`src/rtl/ifmap_spad_ctrl.sv`:
```
// Ifmap scratchpad sequencer: loads one row over valid/ready, then replays it in 1-D sliding-window order.
// Optional IFMAP_SPAD_REUSE_EN adds cfg_reuse to replay the stored row without reloading.
module ifmap_spad_ctrl #(
  parameter int DATA_W = 8,
  parameter int DEPTH  = 16,
  parameter int ADDR_W = 4
) (
  input  logic              clk,
  input  logic              rst,
  input  logic              start,
  input  logic [ADDR_W:0]   cfg_len,
  input  logic [ADDR_W:0]   cfg_filt,
  input  logic [1:0]        cfg_stride,
`ifdef IFMAP_SPAD_REUSE_EN
  input  logic              cfg_reuse,
`endif
  input  logic              in_valid,
  input  logic [DATA_W-1:0] in_data,
  output logic              in_ready,
  output logic              spad_wr,
  output logic              spad_rd,
  output logic [ADDR_W-1:0] spad_addr,
  output logic [DATA_W-1:0] spad_wdata,
  output logic              out_valid,
  output logic              out_last,
  input  logic              out_ready,
  output logic              busy,
  output logic              done,
  output logic              err
);

  typedef enum logic [1:0] {IDLE, LOAD, READ, DRAIN} state_t;

  localparam logic [ADDR_W:0] DEPTH_V = (ADDR_W + 1)'(DEPTH);

  state_t          state;
  logic [ADDR_W:0] len_q, filt_q, wptr, base, tap;
  logic [1:0]      stride_q;
  logic            loaded;

  logic            reuse;
  logic [ADDR_W:0] eff_len;
  logic            cfg_bad;
  logic            issue;
  logic            tap_end;
  logic            win_end;
  logic [ADDR_W:0] rd_addr;
  logic [ADDR_W+1:0] next_end;

`ifdef IFMAP_SPAD_REUSE_EN
  assign reuse = cfg_reuse;
`else
  assign reuse = 1'b0;
`endif

  // A replay keeps the length of the row already sitting in the spad.
  assign eff_len = reuse ? len_q : cfg_len;
  assign cfg_bad = (eff_len == '0) || (eff_len > DEPTH_V) || (cfg_filt == '0) ||
                   (cfg_filt > eff_len) || (cfg_stride == 2'd0) || (reuse && !loaded);

  assign issue    = (state == READ) && (!out_valid || out_ready);
  assign tap_end  = (tap == filt_q - 1'b1);
  assign rd_addr  = base + tap;
  // One extra bit so base+stride+filt cannot overflow before the compare.
  assign next_end = (ADDR_W + 2)'(base) + (ADDR_W + 2)'(stride_q) + (ADDR_W + 2)'(filt_q);
  assign win_end  = next_end > (ADDR_W + 2)'(len_q);

  assign in_ready   = (state == LOAD);
  assign spad_wr    = in_ready && in_valid;
  assign spad_rd    = issue;
  assign spad_addr  = spad_wr ? wptr[ADDR_W-1:0] : (spad_rd ? rd_addr[ADDR_W-1:0] : '0);
  assign spad_wdata = spad_wr ? in_data : '0;
  assign busy       = (state != IDLE);

  always_ff @(posedge clk or posedge rst) begin
    if (rst) begin
      state     <= IDLE;
      len_q     <= '0;
      filt_q    <= '0;
      stride_q  <= '0;
      wptr      <= '0;
      base      <= '0;
      tap       <= '0;
      loaded    <= 1'b0;
      out_valid <= 1'b0;
      out_last  <= 1'b0;
      done      <= 1'b0;
      err       <= 1'b0;
    end else begin
      done <= 1'b0;
      case (state)
        IDLE: begin
          if (start) begin
            err <= cfg_bad;
            if (cfg_bad) begin
              done <= 1'b1;
            end else begin
              len_q    <= eff_len;
              filt_q   <= cfg_filt;
              stride_q <= cfg_stride;
              wptr     <= '0;
              base     <= '0;
              tap      <= '0;
              state    <= reuse ? READ : LOAD;
            end
          end
        end
        LOAD: begin
          if (in_valid) begin
            if (wptr == len_q - 1'b1) begin
              wptr   <= '0;
              loaded <= 1'b1;
              state  <= READ;
            end else begin
              wptr <= wptr + 1'b1;
            end
          end
        end
        READ: begin
          // Without an issue out_valid is held by a stalled MAC, so nothing changes.
          if (issue) begin
            out_valid <= 1'b1;
            out_last  <= tap_end;
            if (tap_end) begin
              tap <= '0;
              if (win_end) state <= DRAIN;
              else         base  <= base + (ADDR_W + 1)'(stride_q);
            end else begin
              tap <= tap + 1'b1;
            end
          end
        end
        DRAIN: begin
          if (out_valid && out_ready) begin
            out_valid <= 1'b0;
            out_last  <= 1'b0;
            done      <= 1'b1;
            state     <= IDLE;
          end
        end
        default: state <= IDLE;
      endcase
    end
  end

endmodule
```
`config.mk`:
```
export PLATFORM = sky130hd
export DESIGN_NAME = ifmap_spad_ctrl
export DESIGN_NICKNAME = d
export VERILOG_FILES = /design/src/rtl/ifmap_spad_ctrl.sv
export SDC_FILE = /design/constraint.sdc
export NUM_CORES = 1
export LEC_CHECK = 0
export BUFFER_PORTS_ARGS = -buffer_cell sky130_fd_sc_hd__buf_2
export CAP_MARGIN = 20
export CELL_PAD_IN_SITES_DETAIL_PLACEMENT = 0
export CELL_PAD_IN_SITES_GLOBAL_PLACEMENT = 2
export CORE_MARGIN = 1.5
export CORE_UTILIZATION = 25
export DETAILED_ROUTE_END_ITERATION = 8
export PLACE_DENSITY = 0.62
export SLEW_MARGIN = 20
export SYNTH_ARGS = -nofsm -noshare
export SYNTH_HDL_FRONTEND = slang
export SYNTH_SLANG_ARGS = --single-unit
export TNS_END_PERCENT = 1
```
`constraint.sdc`:
```
create_clock -name clk -period 3.7 [get_ports clk]
set_input_delay 0.74 -clock clk [delete_from_list [all_inputs] [get_ports clk]]
set_output_delay 0.74 -clock clk [all_outputs]
set_load 0.005 [all_outputs]
```
==> out/qor.yml <==
grt_pass1_vias: 2220
min-delay-start: "err"
worst_pin_slew_ns: 0.9609
cap_violations: 0
cts_root_buf: "clkbuf_8"
portBuffers: 44
ys_async_sr_fraction_pct: 100.0
h-tree-depth: 2
hold_viol_final: 0
timing.rr.start: "filt_q[1]"
synth_edf_count: 0
via_count: 2234
diodes: 0
grt_pass1_wl_mm: 11.51
initial_core_util_pct: 25.81
p_seq_share_pct: 27.4
antenna_found_initial: 0
whs_path_depth: 2
ir_drop_uv: 206.7
ios: 45
ys_types: 59
wl_per_cell_um: 15.08
finalClockSkew_ns: 0.004234
place.gp.congestion: 0.7808
yosys_warnings: 0
post-synth-top-count-cell: "dfrtp_1"
place_ws_ns: 0.1771
clock_latency_ns: 0.28
synthFlopType: "dfrtp_1"
seq_area_frac_synth_pct: 30.86
via_per_inst: 4.743
critPathLaunchType: "flip-flop"
status: "completed"
die_area_mm2: 0.01133
post_cts_buffers: 0
grt-ovfl-total: 0
swShare_pct: 46.32
clockPowerShare_pct: 12.0
synth-seq-cells: 33
required_ns: 3.87
rsz0062_at_grt: "no"
cts.path.max_buffers: 2
slew_violations: 0
relSlewSlack_pct: 35.87
cts-resized-gates: 0
dieHeight_um: 106.5
synth_cells: 285
cts_hold_buf: 0
cts_tree: "yes"
syn_nets: 345
p_leak_nw: 1.535
hpwl_mm: 5.628
hp-class: "reg -> reg"
routed_wl_mm: 7.105
drt_iter0_markers: 49
p_switching_w: 0.001079
dp.cells: 464
worstHoldEndpoint: "err"
drc: 0
num_rows: 37
yosys.area.top_type_share_pct: 30.86
worst_r2r_path_depth: 13
dr.pass1.iters: 4
fmax_ghz: 0.2868
post-synth-top-area-cell: "dfrtp_1"
arrival_ns: 3.65
setup.reg_to_reg.worst_slack_ns: 0.21
crit_fanout: 3
fin_setup_tns_ns: 0
period_share_pct: 94.22
finalNetCount: 395
min_period_ns: 3.486
setup_ws_ns: 0.2137
reg2reg_to: "state[1]"
synth_common_cells: "dfrtp_1, ha_1, inv_1, nand2_1, o21ai_0"
grt_max_degree: 24
endpoint_kind: "flip-flop"
final_util_pct: 30.55
path_clk_slew_ns: 0.07
cts_sinks: 33
track_usage_pct: 13.18
syn_area_per_cell_um2: 9.391
synth.area.top_cells: "dfrtp_1, ha_1, xnor2_1"
finalSetupViolations: 0
finalNonFillerCells: 471
p_comb_share_pct: 60.6
postRouteAntennaNets: 0
fp.coreArea_mm2: 0.01037
internal_power_w: 0.001250
layout-drive-gt1-share_pct: 22.09
cts_buffers: 5
syn2layout_area_growth_pct: 18.37
critPathKind: "reg -> reg"
power.density_mw_per_mm2: 735.0
die_x_um: 106.5
syn_area_mm2: 0.002676
[state kept, by name, indices dropped and copies added (netlist names)]
register   count
stride_q       2
err            1
len_q          5
state          2
base           5
filt_q         5
done           1
tap            5
out_valid      1
out_last       1
wptr           5
[cell families after synthesis]
logic type | after synthesis | synth area share [%]
DFF | 33 | 30.86
xor gates and xnor gates | 21 | 6.873
muxes | 7 | 2.898
adders and majority gates | 35 | 17.77
and+or+nand+nor | 78 | 15.20
buffers and inverters | 35 | 5.143
AOI/OAI and AO/OA | 76 | 21.27
[area by class of cell]
cell class                      instances  area [µm²]
Fill cell                            1149        7202
Multi-Input combinational cell        217        1715
Sequential cell                        33       825.8
Timing Repair Buffer                   50       265.3
Tap cell                              136       170.2
Inverter                               28       105.1
Clock buffer                            7       86.33
[per-layer routing]
layer	global-route usage, %	routed length, µm
met5	0	0
met4	2.857	46
met3	2.269	300
met2	22.95	3399
met1	17.02	3359
[how the worst max path moves through the flow]
stage,from,endpoint,slack (ns),depth (start not counted)
floorplan,base[1],state[1],0.21,12
global placement,filt_q[1],state[1],0.21,13
detailed placement,filt_q[1],state[1],0.18,13
CTS,filt_q[1],state[1],0.16,13
global route,filt_q[1],state[1],0.002,14
finish,filt_q[1],state[1],0.21,13
[power groups by stage]
stage               sequential [W]  combinational [W]  clock (W)
global route              0.000660            0.00161   0.000304
global placement          0.000644            0.00141          0
detailed placement        0.000648            0.00142          0
CTS                       0.000640            0.00143   0.000296
finish                    0.000637            0.00141   0.000280
floorplan                 0.000604            0.00101          0
[placed cells by master (no fill, tap or decap), types with 3 or more instances in the layout]
cell type,netlist,routed
nor2b_1,3,3
nand2b_1,5,5
nand2_1,28,28
inv_1,28,28
mux2_2,4,4
buf_4,1,6
nand3_1,8,8
clkbuf_8,0,6
o31ai_1,10,10
a21o_1,3,3
buf_2,2,44
a21oi_1,13,13
and3_1,11,11
fa_1,5,4
ha_1,30,30
xnor2_1,15,15
dfrtp_1,33,33
xor2_1,6,6
o21ai_0,19,19
nor2_1,10,10
[worst max-delay path: stages (launching register included)]
cell and delay [ns]:
dfrtp_1 0.36, inv_1 0.09, fa_1 0.53, inv_1 0.04
ha_1 0.22, fa_2 0.35, xor2_1 0.17, ha_1 0.28
and3_1 0.18, o21ai_0 0.08, a32o_1 0.25, a21bo_1 0.21
a221oi_2 0.26, mux2_1 0.34
[stage by stage]
stage	hold WS, ns	area, µm²	total power (W)
3_5_place_dp	0.4895	3079	0.002068
3_3_place_gp	0.4808	3079	0.002056
4_1_cts	0.5089	3166	0.002369
5_1_grt	0.5242	3168	0.002577
6_report	0.5010	3168	0.002329
2_1_floorplan	0.4740	2676	0.001610
Note: power is estimated with default switching activity, not from simulation.
